**config.mk**
```make
export PLATFORM = sky130hd
export DESIGN_NAME = serial_carry_merge_flat
export DESIGN_NICKNAME = d
export VERILOG_FILES = /design/src/rtl/scm_pkg.sv /design/src/rtl/serial_carry_merge_if.sv /design/src/rtl/half_add_cell.sv /design/src/rtl/serial_carry_merge.sv /design/src/flat_wrapper.sv
export SDC_FILE = /design/constraint.sdc
export NUM_CORES = 1
export LEC_CHECK = 0
export CAP_MARGIN = 30
export CORE_MARGIN = 2
export CORE_UTILIZATION = 29
export CTS_BUF_LIST = sky130_fd_sc_hd__clkbuf_8
export CTS_CLUSTER_DIAMETER = 200
export DETAILED_ROUTE_END_ITERATION = 8
export DONT_BUFFER_PORTS = 1
export PLACE_DENSITY = 0.41
export SYNTH_ARGS = -nofsm -noshare
export SYNTH_HDL_FRONTEND = slang
export SYNTH_HIERARCHICAL = 1
export SYNTH_SLANG_ARGS = --single-unit
```
**constraint.sdc**
```tcl
create_clock -name clk -period 1.4 [get_ports clk]
set_clock_uncertainty 0.05 [all_clocks]
set_input_delay 0.28 -clock clk [delete_from_list [all_inputs] [get_ports clk]]
set_output_delay 0.28 -clock clk [all_outputs]
set_load 0.005 [all_outputs]
```
**src/rtl/scm_pkg.sv**
```systemverilog
// Shared types and constants for the serial carry-merge stage.
package scm_pkg;

    localparam int SCM_WIDTH_DEF = 8;

    typedef enum logic [1:0] {
        IDLE  = 2'd0,
        SHIFT = 2'd1,
        HOLD  = 2'd2
    } state_t;

endpackage

```
**src/rtl/serial_carry_merge_if.sv**
```systemverilog
// Beat-input / result-output bundle of the serial carry-merge stage.
interface serial_carry_merge_if
    import scm_pkg::*;
#(
    parameter int WIDTH = SCM_WIDTH_DEF
);

    // Handshakes: a beat moves when in_valid & in_ready on a rising edge, a result
    // moves when out_valid & out_ready; once raised, out_valid and the result hold
    // until taken, and in_valid may drop at any time (gap).
    logic             start;
    logic             in_valid;
    logic             ha_sum;
    logic             ha_carry;
    logic             in_ready;
    logic [WIDTH-1:0] sum_out;
    logic             carry_out;
    logic             out_valid;
    logic             out_ready;
    logic             busy;
    logic             proto_err;

    modport master (
        output start, in_valid, ha_sum, ha_carry, out_ready,
        input  in_ready, sum_out, carry_out, out_valid, busy, proto_err
    );

    modport slave (
        input  start, in_valid, ha_sum, ha_carry, out_ready,
        output in_ready, sum_out, carry_out, out_valid, busy, proto_err
    );

endinterface

```
**src/rtl/half_add_cell.sv**
```systemverilog
// Single-bit half adder: XOR gives the sum bit, AND gives the carry bit.
module half_add_cell (
    input  logic a,
    input  logic b,
    output logic s,
    output logic c
);

    assign s = a ^ b;
    assign c = a & b;

endmodule

```
**src/rtl/serial_carry_merge.sv**
```systemverilog
// Folds a stream of half-adder (sum, carry) bits, LSB first, into a WIDTH-bit
// full-add result by merging each beat with a stored running carry.
module serial_carry_merge
    import scm_pkg::*;
#(
    parameter int WIDTH = SCM_WIDTH_DEF
) (
    input  logic                 clk,
    input  logic                 rst,
    serial_carry_merge_if.slave  bus,
    output state_t               dbg_state
);

    localparam int CNT_W = $clog2(WIDTH);
    localparam logic [CNT_W-1:0] CNT_LAST = CNT_W'(WIDTH - 1);

    state_t           state;
    logic             carry;
    logic [CNT_W-1:0] cnt;
    logic [WIDTH-1:0] shreg;

    logic             cell_s;
    logic             cell_c;
    logic             merge_c;
    logic [WIDTH-1:0] shreg_next;

    // Second half adder of the full-add: beat sum against the stored carry.
    half_add_cell u_cell (
        .a (bus.ha_sum),
        .b (carry),
        .s (cell_s),
        .c (cell_c)
    );

    assign merge_c    = bus.ha_carry | cell_c;
    assign shreg_next = {cell_s, shreg[WIDTH-1:1]};
    assign dbg_state  = state;

    always_ff @(posedge clk) begin
        if (rst) begin
            state         <= IDLE;
            carry         <= 1'b0;
            cnt           <= '0;
            shreg         <= '0;
            bus.in_ready  <= 1'b0;
            bus.out_valid <= 1'b0;
            bus.busy      <= 1'b0;
            bus.proto_err <= 1'b0;
            bus.sum_out   <= '0;
            bus.carry_out <= 1'b0;
        end else begin
            case (state)
                IDLE: begin
                    if (bus.start) begin
                        state         <= SHIFT;
                        carry         <= 1'b0;
                        cnt           <= '0;
                        shreg         <= '0;
                        bus.proto_err <= 1'b0;
                        bus.in_ready  <= 1'b1;
                        bus.busy      <= 1'b1;
                    end
                end
                SHIFT: begin
                    if (bus.in_valid && bus.in_ready) begin
                        shreg <= shreg_next;
                        carry <= merge_c;
                        // Both bits set cannot come from a real half adder.
                        if (bus.ha_sum && bus.ha_carry) begin
                            bus.proto_err <= 1'b1;
                        end
                        if (cnt == CNT_LAST) begin
                            cnt           <= '0;
                            state         <= HOLD;
                            bus.in_ready  <= 1'b0;
                            bus.out_valid <= 1'b1;
                            bus.sum_out   <= shreg_next;
                            bus.carry_out <= merge_c;
                        end else begin
                            cnt <= cnt + 1'b1;
                        end
                    end
                end
                HOLD: begin
                    if (bus.out_ready) begin
                        state         <= IDLE;
                        bus.out_valid <= 1'b0;
                        bus.busy      <= 1'b0;
                    end
                end
                default: begin
                    state <= IDLE;
                end
            endcase
        end
    end

endmodule

```
**src/flat_wrapper.sv**
```systemverilog
// flat-port wrapper written by rule: the top's interface ports become plain ports
module serial_carry_merge_flat import scm_pkg::*;
#(
    parameter int WIDTH = SCM_WIDTH_DEF
)
  (clk, rst, dbg_state, bus_start, bus_in_valid, bus_ha_sum, bus_ha_carry, bus_out_ready, bus_in_ready, bus_sum_out, bus_carry_out, bus_out_valid, bus_busy, bus_proto_err);
  serial_carry_merge_if #(.WIDTH(WIDTH)) bus_i ();
  input  logic clk;
  input  logic rst;
  output state_t dbg_state;
  input wire logic [$bits(bus_i.start)-1:0] bus_start;
  input wire logic [$bits(bus_i.in_valid)-1:0] bus_in_valid;
  input wire logic [$bits(bus_i.ha_sum)-1:0] bus_ha_sum;
  input wire logic [$bits(bus_i.ha_carry)-1:0] bus_ha_carry;
  input wire logic [$bits(bus_i.out_ready)-1:0] bus_out_ready;
  output wire logic [$bits(bus_i.in_ready)-1:0] bus_in_ready;
  output wire logic [$bits(bus_i.sum_out)-1:0] bus_sum_out;
  output wire logic [$bits(bus_i.carry_out)-1:0] bus_carry_out;
  output wire logic [$bits(bus_i.out_valid)-1:0] bus_out_valid;
  output wire logic [$bits(bus_i.busy)-1:0] bus_busy;
  output wire logic [$bits(bus_i.proto_err)-1:0] bus_proto_err;
  assign bus_i.start = bus_start;
  assign bus_i.in_valid = bus_in_valid;
  assign bus_i.ha_sum = bus_ha_sum;
  assign bus_i.ha_carry = bus_ha_carry;
  assign bus_i.out_ready = bus_out_ready;
  assign bus_in_ready = bus_i.in_ready;
  assign bus_sum_out = bus_i.sum_out;
  assign bus_carry_out = bus_i.carry_out;
  assign bus_out_valid = bus_i.out_valid;
  assign bus_busy = bus_i.busy;
  assign bus_proto_err = bus_i.proto_err;
  serial_carry_merge #(.WIDTH(WIDTH)) u_core (.clk(clk), .rst(rst), .bus(bus_i), .dbg_state(dbg_state));
endmodule
```
==> Implementation_results.wiki <==
{| class="wikitable"
! Metric !! Value
|-
| Run status || complete, no violations
|-
| Post-detailed-route wirelength per cell || 14.2 um
|-
| Instance count after placement with tap cells included || 149
|-
| Vertical die dimension || 64.5 um
|-
| Type of the worst setup path || reg2reg
|-
| Worst slew margin relative to its limit || 0.813
|-
| Worst slack, placed || -0.00313 ns
|-
| Overall die width || 64.5 um
|-
| Number of fill cells in the layout || 366
|-
| Utilization of the core after routing || 0.355
|-
| Drt pass-1 iters || 4
|-
| Cell family contributing the most delay on the critical path || adder cells
|-
| Antenna violations before repair || 0
|-
| Initial DRC Count || 31
|-
| Slowest CP cell || sky130_fd_sc_hd__or3_1
|-
| Antenna-violating nets left || 0
|-
| IR drop worst, VDD || 335 uV
|-
| Depth of the CTS H-tree || 1
|-
| Number of max-cap violations || 0
|-
| Worst setup SP type || flip-flop
|-
| Total nets after synthesis || 116
|-
| Final Instance Count excl. Fillers || 155
|-
| Top Ports || 22
|-
| Tcrit/Tclk final || 0.960
|-
| Required time of the critical path || 1.56 ns
|-
| Warnings from Yosys || 6
|-
| Cell at the root of the clock tree || sky130_fd_sc_hd__clkbuf_8
|-
| Final number of max-transition violations || 0
|-
| Netlist area before placement || 1060 um^2
|-
| Total detailed-routing wirelength || 2200 um
|-
| Via count of the routed design || 736
|-
| Maximum clock rate || 744 MHz
|-
| Setup violations, final || 0
|-
| TritonCTS clock tree || built
|-
| Total chip power || 1440 uW
|-
| Max FO, Critical Path || 4
|-
| Worst-case clock buffer depth || 2
|-
| Worst Tran Pin Value || 0.280 ns
|-
| CTS clk-pin slew, worst paths || 0.09 ns
|-
| Library cell occupying the most area in the post-synthesis netlist || sky130_fd_sc_hd__dfxtp_1
|-
| Site Rows || 21
|-
| Max incr delay on CP || 0.37 ns
|-
| Minimum clock period || 1.34 ns
|-
| Initial Util || 0.311
|-
| Count of inserted antenna diode cells || 0
|-
| Vias per std cell || 4.75
|-
| Commonest non-fill, non-tap cells in the layout || sky130_fd_sc_hd__dfxtp_1, sky130_fd_sc_hd__nand2b_1, sky130_fd_sc_hd__mux2i_1, sky130_fd_sc_hd__o22ai_1, sky130_fd_sc_hd__a21oi_1
|-
| Leakage power summed over all cells || 0.000448 uW
|-
| Number of endpoints with negative hold slack in the final report || 0
|-
| Most used cell, CP || sky130_fd_sc_hd__ha_2
|-
| Post-synth top flop || sky130_fd_sc_hd__dfxtp_1
|-
| Smallest hold slack || 0.0234 ns
|-
| Detailed-placement wirelength estimate || 1490 um
|-
| Via count of the first global-routing pass || 754
|-
| Power per Cell Area || 1190 nW/um^2
|-
| Library cells used by synthesis || 25
|-
| Share of async-settable or async-resettable flops after synthesis || 0
|-
| Flops & latches, synth || 26
|-
| Syn-to-layout area delta || 14.4%
|-
| Share of layout cells above drive strength 1 || 0.156
|-
| Buffers plus inverters on the worst setup path || 0
|-
| Global-route wire length before repair || 3570 um
|-
| Data arrival time of the critical path || 1.50 ns
|-
| Capturing element type of the critical path || flip-flop
|-
| Global-route usage over all layers || 0.112
|-
| Layout net count || 121
|-
| Post-Synthesis Cells || 105
|-
| EDFF count, synth || 0
|-
| Clock network latency to the later pin of the worst-skew pair || 0.27 ns
|-
| Top cells by area in the synthesized netlist || sky130_fd_sc_hd__dfxtp_1, sky130_fd_sc_hd__nand2b_1, sky130_fd_sc_hd__mux2i_1
|-
| Cell breakdown of the critical path || ha_2 > ha_2 > or3_1 > a21oi_2
|-
| Final worst-path setup slack || 0.0559 ns
|-
| Proportion of netlist area held by the largest area contributor || 0.491
|-
| Worst min-delay path class || in2reg
|-
| Routability Congestion || 0.653
|-
| Number of design rule violations left after detail routing || 0
|-
| Port-buffer cells || 0
|-
| Register area share after synthesis || 0.491
|-
| Overflow after GRT || 0
|-
| Maximum number of pins on one net before global-route repair || 29
|-
| Clock net sink count || 26
|-
| Average footprint of a synthesized cell || 10.1 um^2
|-
| Total Die Area || 4160 um^2
|-
| Post-CTS Setup Repair Bufs || 0
|-
| Most frequent standard cell in the layout excluding fill and tap cells || sky130_fd_sc_hd__dfxtp_1
|-
| Unrepaired setup endpoints after global routing || no
|-
| Total CTS buffers || 3
|-
| Core Box Area || 3420 um^2
|}
[where the power goes]
group          total, uW  switching [uW]  internal, uW
Sequential           757            8.31           748
Clock                617             234           382
Combinational       67.1            33.3          33.9
[sequential cells by signal (all words and copies together), names as in the netlist]
| name | flops |
|---|---|
| u_core/cnt | 3 |
| u_core/bus.busy | 1 |
| u_core/shreg | 7 |
| u_core/bus.carry_out | 1 |
| u_core/bus.sum_out | 8 |
| u_core/carry | 1 |
| u_core/bus.proto_err | 1 |
| u_core/bus.out_valid | 1 |
| u_core/dbg_state | 2 |
| u_core/bus.in_ready | 1 |
[Yosys cell counts, drive strengths merged, types with 4 or more instances]
| library cell | instances |
|---|---|
| dfxtp | 26 |
| nand3 | 4 |
| ha | 4 |
| o22ai | 8 |
| nand2b | 17 |
| buf | 5 |
| nand2 | 6 |
| a21oi | 8 |
| mux2i | 8 |
[per-stage QoR]
stage | TNS, ns | instance area, um^2
CTS | 0 | 1180
floorplan | 0 | 1060
global placement | 0 | 1110
global route | 0 | 1210
finish | 0 | 1210
detailed placement | -0.00313 | 1110
[final timing paths]
path / cells after the start / end / from / slack [ns]
max: 4 / u_core/cnt[0] / u_core/cnt[0] / 0.06
min: 1 / u_core/cnt[2] / rst / 0.02
max reg2reg: 4 / u_core/cnt[0] / u_core/cnt[0] / 0.06
min reg2reg: 2 / u_core/cnt[1] / u_core/cnt[1] / 0.43
[cells by family after synthesis]
group,after synthesis,share of synthesized area
flops,26,0.491
compound gates,20,0.112
simple gates,39,0.229
mux,8,0.0755
fa+ha+maj,4,0.0472
buf+inv,8,0.0460
[timing repair]
| item | 4_1_cts | 5_1_grt |
|---|---|---|
| hold buffers | 0 | 2 |
| resized for setup | 1 | 3 |
| endpoints found under the setup margin | 1 | 6 |
| endpoints found under the hold margin | 0 | 5 |
[metal layers]
metal  vias up  track usage  share of wire
li1        375            -              -
met1       343        0.139           0.45
met2        13        0.181           0.49
met3         5       0.0313          0.040
met4         0       0.0479          0.020
met5         -            0              0
[worst reg2reg max path, delay by kind of cell, from the launching register on]
family                     cells  cell delay [ns]
AOI/OAI and AO/OA              1             0.15
DFF                            1             0.33
adders and majority gates      2             0.38
and+or+nand+nor                1             0.37
[layout make-up]
type,count,area (um^2),share of cell area
Clock buffer,3,41.3,0.0340
Inverter,1,3.75,0.00309
Timing Repair Buffer,7,57.6,0.0474
Clock inverter,1,30.0,0.0247
Multi-Input combinational cell,71,503,0.414
Tap cell,46,57.6,0.0474
Sequential cell,26,520,0.429
No activity file was read; power rests on OpenSTA's default activity.
